<file path="src/rtl/uart_tx_arbiter.sv">
// Round-robin, packet-granular arbiter sharing one UART TX FIFO write port among NREQ byte streams.
// Optional stalled-grant revocation is built only when UART_ARB_TIMEOUT_EN is defined.
module uart_tx_arbiter #(
  parameter int NREQ    = 2,
  parameter int TIMEOUT = 1000
) (
  input  logic              clk,
  input  logic              rst,
  input  logic [NREQ-1:0]   req_valid_i,
  input  logic [NREQ-1:0]   req_last_i,
  input  logic [8*NREQ-1:0] req_data_i,
  output logic [NREQ-1:0]   req_ready_o,
  input  logic              tx_full_i,
  output logic              wr_uart_o,
  output logic [7:0]        w_data_o,
  output logic [NREQ-1:0]   grant_o,
  output logic              busy_o,
  output logic              timeout_o
);

  localparam int PW = $clog2(NREQ);
  localparam logic [0:0] ST_IDLE   = 1'b0;
  localparam logic [0:0] ST_LOCKED = 1'b1;

  if (NREQ < 2 || NREQ > 8 || TIMEOUT < 1) begin : g_bad_params
    $error("uart_tx_arbiter: NREQ must be 2..8 and TIMEOUT at least 1");
  end

  logic [0:0]      state_q, state_d;
  logic [PW-1:0]   owner_q, owner_d;
  logic [PW-1:0]   last_ptr_q, last_ptr_d;
  logic [NREQ-1:0] grant_q, grant_d;
  logic            busy_q;
  logic            timeout_q, timeout_d;

  logic            pick_found;
  logic [PW-1:0]   pick_idx;
  logic [PW-1:0]   cand_idx;
  int              cand;
  logic            owner_valid;
  logic            owner_last;
  logic [7:0]      owner_data;
  logic            locked;
  logic            accept;
  logic            revoke;

  assign locked = (state_q == ST_LOCKED);

  // First valid requester searching upward from the one after the previous owner.
  always_comb begin
    pick_found = 1'b0;
    pick_idx   = '0;
    cand       = 0;
    cand_idx   = '0;
    for (int i = 0; i < NREQ; i++) begin
      cand     = (int'(last_ptr_q) + 1 + i) % NREQ;
      cand_idx = PW'(cand);
      if (!pick_found && req_valid_i[cand_idx]) begin
        pick_found = 1'b1;
        pick_idx   = cand_idx;
      end else begin
        pick_found = pick_found;
      end
    end
  end

  // Select the current owner's lane.
  always_comb begin
    owner_valid = 1'b0;
    owner_last  = 1'b0;
    owner_data  = 8'h00;
    for (int i = 0; i < NREQ; i++) begin
      if (owner_q == PW'(i)) begin
        owner_valid = req_valid_i[i];
        owner_last  = req_last_i[i];
        owner_data  = req_data_i[8*i +: 8];
      end else begin
        owner_data  = owner_data;
      end
    end
  end

  // Write port and handshake; reset blocks any transfer in the cycle it is asserted.
  always_comb begin
    req_ready_o = '0;
    wr_uart_o   = 1'b0;
    w_data_o    = 8'h00;
    if (locked && !rst) begin
      req_ready_o = grant_q & {NREQ{~tx_full_i}};
      wr_uart_o   = owner_valid & ~tx_full_i;
      w_data_o    = owner_data;
    end else begin
      w_data_o    = 8'h00;
    end
  end

  assign accept = wr_uart_o;

`ifdef UART_ARB_TIMEOUT_EN
  localparam int CW = $clog2(TIMEOUT + 1);
  logic [CW-1:0] idle_cnt_q, idle_cnt_d;

  assign revoke = locked && !owner_valid && (idle_cnt_q == CW'(TIMEOUT - 1));

  // Owner-idle run length; any cycle with the owner's valid high restarts it.
  always_comb begin
    if (locked && !owner_valid) begin
      idle_cnt_d = idle_cnt_q + CW'(1);
    end else begin
      idle_cnt_d = '0;
    end
  end

  // Idle counter register.
  always_ff @(posedge clk) begin
    if (rst) begin
      idle_cnt_q <= '0;
    end else begin
      idle_cnt_q <= idle_cnt_d;
    end
  end
`else
  assign revoke = 1'b0;
`endif

  // Grant state machine.
  always_comb begin
    state_d    = state_q;
    owner_d    = owner_q;
    last_ptr_d = last_ptr_q;
    grant_d    = grant_q;
    timeout_d  = 1'b0;
    case (state_q)
      ST_IDLE: begin
        if (pick_found) begin
          state_d = ST_LOCKED;
          owner_d = pick_idx;
          grant_d = {{(NREQ-1){1'b0}}, 1'b1} << pick_idx;
        end else begin
          grant_d = '0;
        end
      end
      ST_LOCKED: begin
        if (accept && owner_last) begin
          state_d    = ST_IDLE;
          last_ptr_d = owner_q;
          grant_d    = '0;
        end else if (revoke) begin
          state_d    = ST_IDLE;
          last_ptr_d = owner_q;
          grant_d    = '0;
          timeout_d  = 1'b1;
        end else begin
          grant_d    = grant_q;
        end
      end
      default: begin
        state_d = ST_IDLE;
        grant_d = '0;
      end
    endcase
  end

  // State registers; last_ptr resets to the top index so requester 0 wins first.
  always_ff @(posedge clk) begin
    if (rst) begin
      state_q    <= ST_IDLE;
      owner_q    <= '0;
      last_ptr_q <= PW'(NREQ - 1);
      grant_q    <= '0;
      busy_q     <= 1'b0;
      timeout_q  <= 1'b0;
    end else begin
      state_q    <= state_d;
      owner_q    <= owner_d;
      last_ptr_q <= last_ptr_d;
      grant_q    <= grant_d;
      busy_q     <= |grant_d;
      timeout_q  <= timeout_d;
    end
  end

  assign grant_o   = grant_q;
  assign busy_o    = busy_q;
  assign timeout_o = timeout_q;

endmodule
</file>
<file path="config.mk">
export PLATFORM = sky130hd
export DESIGN_NAME = uart_tx_arbiter
export DESIGN_NICKNAME = d
export VERILOG_FILES = /design/src/rtl/uart_tx_arbiter.sv
export SDC_FILE = /design/constraint.sdc
export NUM_CORES = 1
export LEC_CHECK = 0
export BUFFER_PORTS_ARGS = -buffer_cell sky130_fd_sc_hd__buf_2
export CORE_MARGIN = 2
export CORE_UTILIZATION = 25
export CTS_BUF_LIST = sky130_fd_sc_hd__clkbuf_16
export CTS_CLUSTER_SIZE = 14
export DETAILED_ROUTE_END_ITERATION = 6
export PLACE_DENSITY = 0.56
export SLEW_MARGIN = 20
export SYNTH_ARGS = -nofsm -noshare
export SYNTH_HDL_FRONTEND = slang
export SYNTH_SLANG_ARGS = --single-unit
export TNS_END_PERCENT = 5
</file>
<file path="constraint.sdc">
create_clock -name clk -period 1.8 [get_ports clk]
set_clock_uncertainty 0.2 [all_clocks]
set_input_delay 0.36 -clock clk [delete_from_list [all_inputs] [get_ports clk]]
set_output_delay 0.36 -clock clk [all_outputs]
set_load 0.1 [all_outputs]
</file>
==> run_results.csv <==
group,metric,value,unit
critical_path,crit_fanout,5,
floorplanning,io_pins,38,
pwr,power-per-cell-area,810,nW/um^2
cells_and_area,n_antenna_cell,0,
sta,rsz0062_at_grt,"yes",
critical_path,reg2regPathDepth,4,
clock_network,cts_hold_buf,0,
global_route,grt_max_degree,12,
clock_network,cts_tree,"yes",
drt,wl_per_cell,12.3,um
yosys,syn_nets,76,
yosys,synth_top_family_by_area,"simple AND/OR/NAND/NOR gates",
place,dp_hpwl,1090,um
floorplanning,die_area,2100,sq um
yosys,netlist_instances,53,
floorplanning,dieWidth,45.8,um
pwr,ir_worst_vdd,1.07,mV
flow_run,cap_violations,0,
critical_path,r2r-start,"owner_q",
floorplanning,rows,15,
critical_path,end_kind,"output pin",
clock_network,h-tree-depth,1,
worst_hold_path,worstHoldStart,"req_valid_i[1]",
sta,fin_ws,0.0215,ns
clock_network,post-cts-setup-buffer-count,0,
cells_and_area,mostFrequentLayoutCells,"buf_2, buf_12, mux2i_1, nor2_2, o21ai_0",
drt,wirelength,1390,um
outcome,status,"completed",
drt,drc,0,
floorplanning,core,1690,sq um
drt,wl_met3,50,um
critical_path,cp.arrival,1.22,ns
drt,wl_met1,563,um
global_route,grt_use_total,13.9,%
cells_and_area,area_growth,122,%
clock_network,clock_path_buffers,2,
yosys,synth-xor-area-share,0,%
yosys,synth_area,437,sq um
sta,setup_viol,0,
yosys,yosys.area_share.simple,27.8,%
cells_and_area,final_common_cell,"buf_2",
cells_and_area,design_area,971,sq um
sta,drv_slew,0,
yosys,yosysWarnings,0,
place,io_buffers,36,
floorplanning,start_util,25.9,%
cells_and_area,final_util,57.5,%
clock_network,clk_pin_slew,0.03,ns
place,gp_congestion,0.796,
clock_network,cts.sinks,6,
critical_path,r2r-end,"last_ptr_q",
drt,met2_wirelength,760,um
yosys,yosysSeqAreaShare,27.5,%
yosys,ys_ff_latch,6,
critical_path,cp-start-kind,"flop",
place,dp_slack,0.0274,ns
global_route,grt_pass1_wl,2010,um
drt,drt_pass1_iterations,4,
yosys,muxShareOfSynthArea,22.9,%
yosys,synth.avg_cell_area,8.24,sq um
drt,vias,522,
place,dpl-instance-area,872,sq um
yosys,synth_adder_area_share,0,%
sta,fmax,562,MHz
yosys,netlist-cell-type-count,21,
sta,fin_crit,1.78,ns
pwr,leakagePower,0.422,nW
global_route,grt_pass1_vias,453,
clock_network,cts.root.buffer_cell,"clkbuf_16",
critical_path,critical_path_class,"reg -> out",
pwr,p_total,0.786,mW
floorplanning,die_h,45.8,um
worst_hold_path,worst_hold_path.endpoint,"busy_o",
cells_and_area,nets,121,
critical_path,cp.required,1.24,ns
critical_path,reg2reg_setup_slack,0.31,ns
drt,ant_nets,0,
drt,initialDrtViolationCount,12,
clock_network,clk_latency,0.23,ns
global_route,antenna_found_initial,0,
drt,highest_layer,"met4",
global_route,gr-total-overflow,0,
cells_and_area,layout-drive-gt1-share,67.7,%
yosys,synth_compound_area_share,13.8,%
drt,vias_per_cell,4.62,
clock_network,cts_buffers,3,
sta,finalCritPeriodShare,98.8,%
worst_hold_path,hp-class,"in -> reg",
worst_hold_path,whs_path_depth,3,
sta,finalHoldViolations,0,
==> state kept, by name (all words and copies together) (netlist names) <==
register / cells
owner_q: 1
busy_o: 1
locked: 1
last_ptr_q: 1
grant_o: 2
==> worst max path at each step <==
| stage | startpoint | endpoint | cells past startpoint |
|---|---|---|---|
| after floorplan | grant_o[1] | req_ready_o[1] | 1 |
| after global placement | rst | req_ready_o[0] | 4 |
| after detailed placement | rst | req_ready_o[0] | 4 |
| after CTS | owner_q | w_data_o[7] | 4 |
| after global routing | owner_q | w_data_o[7] | 4 |
| final | owner_q | w_data_o[0] | 4 |
==> worst max-delay path, cell delays in order, from the launching register on <==
cell and delay (ns):
dfxtp_2 0.35, buf_2 0.18, mux2i_1 0.22, nor2_2 0.07, buf_12 0.16
==> stage by stage <==
| stage | hold WS (ns) | instances | setup TNS (ns) |
|---|---|---|---|
| 2_1_floorplan | 0.229 | 53 | -2.66 |
| 3_3_place_gp | 0.284 | 109 | -0.0141 |
| 3_5_place_dp | 0.286 | 109 | 0 |
| 4_1_cts | 0.239 | 112 | -0.212 |
| 5_1_grt | 0.279 | 113 | -0.0630 |
| 6_report | 0.245 | 113 | 0 |
==> cell families (layout without fill, tap and decap cells) <==
logic type,Yosys count,count (layout)
AO/OA/AOI/OAI,10,10
multiplexers,10,10
AND/OR/NAND/NOR,21,21
buffers and inverters,5,48
flip-flops,6,6
other,1,1
==> report_power, final <==
part           leakage, nW  internal (mW)  switching (mW)
logic                0.335         0.0985           0.180
clock network       0.0370          0.285          0.0728
registers           0.0504          0.144         0.00599
==> cell type report <==
cell class | count | area, sq um
fill | 139 | 718
timing repair buffer | 43 | 412
multi-input combinational | 42 | 332
sequential | 6 | 124
clock buffer | 3 | 75.1
tap | 17 | 21.3
inverter | 2 | 7.51
==> routing by layer <==
metal,vias up,track usage (%)
met5,-,0
met4,0,5.14
met3,2,5.95
met2,16,23.1
met1,232,15.8
li1,272,-
==> synthesized netlist by cell type (all sizes together) <==
library cell	count	area, sq um
nor4	1	21.3
and2b	1	8.76
nor2	9	33.8
o22ai	2	12.5
dfxtp	6	120
o31a	1	8.76
o21ai	5	25.0
nor3b	1	7.51
a211o	1	8.76
conb	1	3.75
nand2	2	7.51
mux2i	10	100
nor3	3	15.0
nand2b	1	6.26
nand4b	1	8.76
and2	2	12.5
inv	2	7.51
buf	3	23.8
a21oi	1	5.00
==> repair_timing <==
action,CTS,global route
endpoints found under the setup margin,11,11
endpoints found under the hold margin,0,0
gates resized for setup,1,5
pin swaps,0,0
cloned,0,1
Power figures use the tool's default switching activity.
